===== src/rtl/mul_serial_pkg.sv =====
// mul_serial_pkg: shared state encoding and default sizes for the bit-serial MAC sequencer
package mul_serial_pkg;
    localparam int DEF_WIDTH     = 8;
    localparam int DEF_DEPTH     = 3;
    localparam int DEF_ACC_WIDTH = 24;
    typedef enum logic [1:0] {IDLE, MUL, ACC, OUT} state_t;
endpackage


===== src/rtl/mul_serial_step.sv =====
// mul_serial_step: one MSB-first signed shift-add step; the sign bit contributes with negative weight
module mul_serial_step #(
    parameter int WIDTH = 8
) (
    input  logic [2*WIDTH-1:0] prod,
    input  logic               a_bit,
    input  logic [WIDTH-1:0]   b,
    input  logic               first,
    output logic [2*WIDTH-1:0] prod_next
);
    logic [2*WIDTH-1:0] bb;
    always_comb begin
        bb        = a_bit ? {{WIDTH{b[WIDTH-1]}}, b} : '0;
        prod_next = first ? -bb : (prod << 1) + bb;
    end
endmodule


===== src/rtl/mul_serial_mac_seq.sv =====
// mul_serial_mac_seq: bit-serial signed MAC; multiplies pairs over WIDTH cycles, emits the group sum on last
module mul_serial_mac_seq
    import mul_serial_pkg::*;
#(
    parameter int WIDTH     = DEF_WIDTH,
    parameter int DEPTH     = DEF_DEPTH,
    parameter int ACC_WIDTH = DEF_ACC_WIDTH
) (
    input  logic                 clk,
    input  logic                 rst_n,
    input  logic                 clr,
    input  logic                 in_valid,
    output logic                 in_ready,
    input  logic [WIDTH-1:0]     in_a,
    input  logic [WIDTH-1:0]     in_b,
    input  logic                 in_last,
    output logic                 out_valid,
    input  logic                 out_ready,
    output logic [ACC_WIDTH-1:0] out_data,
    output logic                 busy
);
    state_t               state;
    logic [DEPTH-1:0]     cnt;
    logic [2*WIDTH-1:0]   prod, prod_next;
    logic [ACC_WIDTH-1:0] acc, acc_sum;
    logic [WIDTH-1:0]     a_q, b_q;
    logic                 last_q;

    mul_serial_step #(.WIDTH(WIDTH)) u_step (
        .prod      (prod),
        .a_bit     (a_q[cnt]),
        .b         (b_q),
        .first     (cnt == DEPTH'(WIDTH - 1)),
        .prod_next (prod_next)
    );

    always_comb begin
        acc_sum   = acc + ACC_WIDTH'($signed(prod));
        in_ready  = state == IDLE;
        out_valid = state == OUT;
        busy      = state != IDLE;
    end

    // out_data is its own register so it survives the acc clear at the output handshake
    always_ff @(posedge clk or negedge rst_n) begin
        if (!rst_n) begin
            state    <= IDLE;
            cnt      <= '0;
            prod     <= '0;
            acc      <= '0;
            a_q      <= '0;
            b_q      <= '0;
            last_q   <= 1'b0;
            out_data <= '0;
        end else if (clr) begin
            state <= IDLE;
            acc   <= '0;
        end else begin
            case (state)
                IDLE: if (in_valid) begin
                    a_q    <= in_a;
                    b_q    <= in_b;
                    last_q <= in_last;
                    prod   <= '0;
                    cnt    <= DEPTH'(WIDTH - 1);
                    state  <= MUL;
                end
                MUL: begin
                    prod  <= prod_next;
                    cnt   <= cnt - DEPTH'(1);
                    state <= cnt == '0 ? ACC : MUL;
                end
                ACC: begin
                    acc   <= acc_sum;
                    state <= last_q ? OUT : IDLE;
                    if (last_q) out_data <= acc_sum;
                end
                OUT: if (out_ready) begin
                    acc   <= '0;
                    state <= IDLE;
                end
                default: state <= IDLE;
            endcase
        end
    end
endmodule

===== config.mk =====
export PLATFORM = sky130hd
export DESIGN_NAME = mul_serial_mac_seq
export DESIGN_NICKNAME = d
export VERILOG_FILES = /design/src/rtl/mul_serial_pkg.sv /design/src/rtl/mul_serial_step.sv /design/src/rtl/mul_serial_mac_seq.sv
export SDC_FILE = /design/constraint.sdc
export NUM_CORES = 1
export LEC_CHECK = 0
export ABC_AREA = 1
export BUFFER_PORTS_ARGS = -buffer_cell sky130_fd_sc_hd__buf_2
export CELL_PAD_IN_SITES_DETAIL_PLACEMENT = 1
export CELL_PAD_IN_SITES_GLOBAL_PLACEMENT = 2
export CORE_MARGIN = 4
export CORE_UTILIZATION = 38
export CTS_BUF_LIST = sky130_fd_sc_hd__clkbuf_16
export CTS_CLUSTER_SIZE = 28
export DETAILED_ROUTE_END_ITERATION = 12
export PLACE_DENSITY = 0.89
export SLEW_MARGIN = 20
export SYNTH_ARGS = -nofsm -noshare
export SYNTH_HDL_FRONTEND = slang
export SYNTH_SLANG_ARGS = --single-unit
export TNS_END_PERCENT = 30

===== constraint.sdc =====
create_clock -name clk -period 4.26 [get_ports clk]
set_input_delay 0.852 -clock clk [delete_from_list [all_inputs] [get_ports clk]]
set_output_delay 0.852 -clock clk [all_outputs]
set_load 0.03 [all_outputs]

==> results.json <==
{
  "power.leakage_nw": 3.442,
  "post_drt_via_cell_ratio": 5.287,
  "ff2ff_setup_slack_ns": 1.09,
  "cell_row_count": 44,
  "num_antenna_cells": 0,
  "setup_repair_after_global_routing_missed_its_margin": "false",
  "placement.io_buffers": 48,
  "status": "finished clean",
  "worst_r2r_endpoint": "prod[9]",
  "total_power_mw": 3.650,
  "slowest_stage": "dfrtp_1",
  "largest_net_degree_at_the_start_of_global_routing": 74,
  "netlist.area_leader.share": 0.3794,
  "worstHoldEndpoint": "out_data[17]",
  "grt_antenna_before_repair": 0,
  "final.min_clock_period_ns": 3.166,
  "ys_dominant_reg_cell": "dfrtp_1",
  "post-place-ws_ns": 1.228,
  "end_kind": "flip-flop",
  "tritoncts_clock_tree": "built",
  "timing.critical_path.fanout_max": 9,
  "routed_wire_length_per_instance_um": 16.68,
  "whs_path_depth": 2,
  "die_h_um": 130.2,
  "netlist_instances": 764,
  "root_buffer": "clkbuf_16",
  "slew-limit-headroom": 0.3442,
  "cts.sinks": 86,
  "critical_path_arrival_ns": 3.40,
  "drtIter0Drc": 228,
  "clock_insertion_delay_worst_skew_ns": 0.35,
  "period_utilization": 0.7432,
  "grt_usage": 0.2086,
  "post-route-util": 0.4417,
  "worstReg2RegStart": "cnt[0]",
  "detailroute.via_count": 5298,
  "number_of_unique_standard_cell_types_used_by_synthesis": 47,
  "worst-endpoint-required_ns": 4.49,
  "synth.area.top_cells": "dfrtp_1 38%, nand2_1 15%, ha_1 7.9%",
  "fmax_mhz": 315.9,
  "antenna_violating_nets_post_route": 0,
  "timing.critical_path.buf_inv": 1,
  "fp.dieArea_um2": 16950,
  "hold_path_class": "reg -> reg",
  "synthArstFlopShare": 1.000,
  "wire_length_of_the_first_global_routing_pass_um": 28020,
  "synthesis.area_per_instance_um2": 7.425,
  "post_cts_buffers": 0,
  "ff2ff_path_depth": 20,
  "num-nets-final": 874,
  "worst_margin_pin_slew_ns": 0.9837,
  "path_cells": "inv_2 > nand2_1 > nand3_1 > nand3_4 > nand2_4 > nor2_1 > ha_1 > fa_1 > nand3_1 > nand2_1 > nand2_1 > nand2_1 > a21oi_1 > nor2_1 > nand2_1 > nand2_1 > xnor2_1 > nand2_1 > nand2_1 > o21ai_1",
  "crit_path_frequent_cell": "nand2_1",
  "synth-edff-count": 0,
  "synth_net_count": 824,
  "area_growth_pct": 13.59,
  "cpPeakStageDelay_ns": 0.48,
  "gpl.final_weighted_congestion": 0.8511,
  "finClkSkew_ns": 0.01098,
  "hold_start": "out_data[17]",
  "power-per-cell-area_nw_per_um2": 566.5,
  "h_tree_lvl_count": 3,
  "hold_viol": 0,
  "power.ir.vdd_worst_mv": 0.2495,
  "post-dp-hpwl_um": 12480,
  "placement.cell_area_um2": 6108,
  "register_area_share_after_synthesis": 0.3794,
  "cap_violations": 0,
  "placeableCoreArea_um2": 14590,
  "clockBufferDepth": 2,
  "design.portCount": 49,
  "finalSetupViolCount": 0,
  "yosysTopAreaCell": "dfrtp_1",
  "detail_route.first_pass.iterations": 4,
  "cts.reportedPaths.clkPinSlew_ns": 0.07,
  "ys.warnings.count": 0,
  "numCtsBuffers": 9,
  "final_critical_path_setup_slack_ns": 1.094,
  "initial_utilization": 0.3889,
  "globalRoute.totalOverflow": 0,
  "post_route_cells_drive_above_1_share": 0.1271,
  "synthesis.area_um2": 5673,
  "grt_pass1_vias": 5537,
  "fp.dieW_um": 130.2,
  "crit_family": "simple AND/OR/NAND/NOR gates",
  "post_cts_resized": 0,
  "postRouteWirelength_um": 16710,
  "ys_ff_latch": 86,
  "remaining_drc_errors": 0,
  "report.final.slew_viol_count": 0,
  "post_cts_hold_buffer_count": 0,
  "totalNegativeSetupSlack_ns": 0,
  "critPathKind": "reg -> reg",
  "crit_path_start_kind": "flip-flop",
  "finish.instance_area_um2": 6444
}
-- worst max path at each step --
stage,to,startpoint,cells past startpoint
finish,prod[9],cnt[0],20
detailed placement,prod[11],cnt[0],20
global placement,prod[11],cnt[0],20
CTS,prod[9],cnt[0],20
floorplan,prod[11],cnt[0],20
global route,prod[9],cnt[0],21
-- Yosys cell counts, types with 2 or more instances --
| master | number |
|---|---|
| nand2_1 | 232 |
| dfrtp_1 | 86 |
| inv_1 | 76 |
| o21ai_0 | 69 |
| nand3_1 | 50 |
| a21oi_1 | 45 |
| nor2_1 | 42 |
| ha_1 | 36 |
| nand4_1 | 15 |
| clkbuf_1 | 10 |
| o21ai_1 | 8 |
| nand2_2 | 7 |
| or2_2 | 7 |
| o21bai_1 | 6 |
| xnor2_1 | 6 |
| xor2_1 | 6 |
| inv_2 | 5 |
| nor2_2 | 5 |
| nor3_1 | 5 |
| a21o_1 | 4 |
| a31oi_1 | 3 |
| nand2_4 | 3 |
| nand3_2 | 3 |
| nand3_4 | 3 |
| a21boi_0 | 2 |
| a21oi_2 | 2 |
| a32o_1 | 2 |
| buf_2 | 2 |
| fa_1 | 2 |
| nor4_1 | 2 |
| o21a_1 | 2 |
| o221ai_1 | 2 |
| o31ai_1 | 2 |
-- flip-flops by register name (all words and copies together), names as in the netlist --
signal    count
b_q           8
last_q        1
a_q           8
acc          24
cnt           3
state         2
out_data     24
prod         16
-- logic make-up (layout without fill, tap and decap cells) --
family	after synthesis	after routing	synth area share
buffers and inverters	96	150	0.06771
and+or+nand+nor	376	376	0.2933
xor gates and xnor gates	12	12	0.01853
DFF	86	86	0.3794
AOI/OAI and AO/OA	156	156	0.1546
adders and majority gates	38	38	0.08646
-- report_power, final --
group          total, mW  switching, mW  internal [mW]
registers           1.13          0.187          0.939
clock network      0.914          0.344          0.570
logic               1.61           1.09          0.525
total               3.65           1.62           2.03
-- layout make-up --
type / count / area (µm²)
fill: 1839 / 8145
multi-input combinational: 582 / 3137
sequential: 86 / 2152
inverter: 83 / 316.6
timing repair buffer: 52 / 272.8
tap: 184 / 230.2
clock buffer: 9 / 225.2
clock inverter: 6 / 110.1
-- through the flow --
stage          instances  hold slack (ns)
3_5_place_dp         987           0.4600
4_1_cts             1002           0.4767
2_1_floorplan        764           0.4492
6_report            1002           0.4765
3_3_place_gp         987           0.4558
5_1_grt             1002           0.5002
-- routing by layer --
metal	global-route usage	share of wire
met1	0.2822	0.48
met2	0.3515	0.47
met3	0.02743	0.031
met4	0.05746	0.012
met5	0	0
-- cells in the final DEF, fill, tap and decap left out, drive strengths merged, types with 4 or more instances in the layout --
master | Yosys | final
o21bai | 6 | 6
nand2 | 242 | 242
xnor2 | 6 | 6
or2 | 7 | 7
o21ai | 77 | 77
a21o | 4 | 4
clkbuf | 10 | 9
nand4 | 15 | 15
a21oi | 47 | 47
nor2 | 48 | 48
ha | 36 | 36
nor3 | 5 | 5
xor2 | 6 | 6
buf | 3 | 52
nand3 | 56 | 56
inv | 81 | 82
dfrtp | 86 | 86
-- worst reg2reg max path: cells and delay by family (launching register included) --
family	cells	cell delay, ns
adders and majority gates	2	0.61
and+or+nand+nor	14	1.40
AOI/OAI and AO/OA	2	0.25
xor gates and xnor gates	1	0.17
buffers and inverters	1	0.15
DFF	1	0.48
Power figures use the tool's default switching activity.
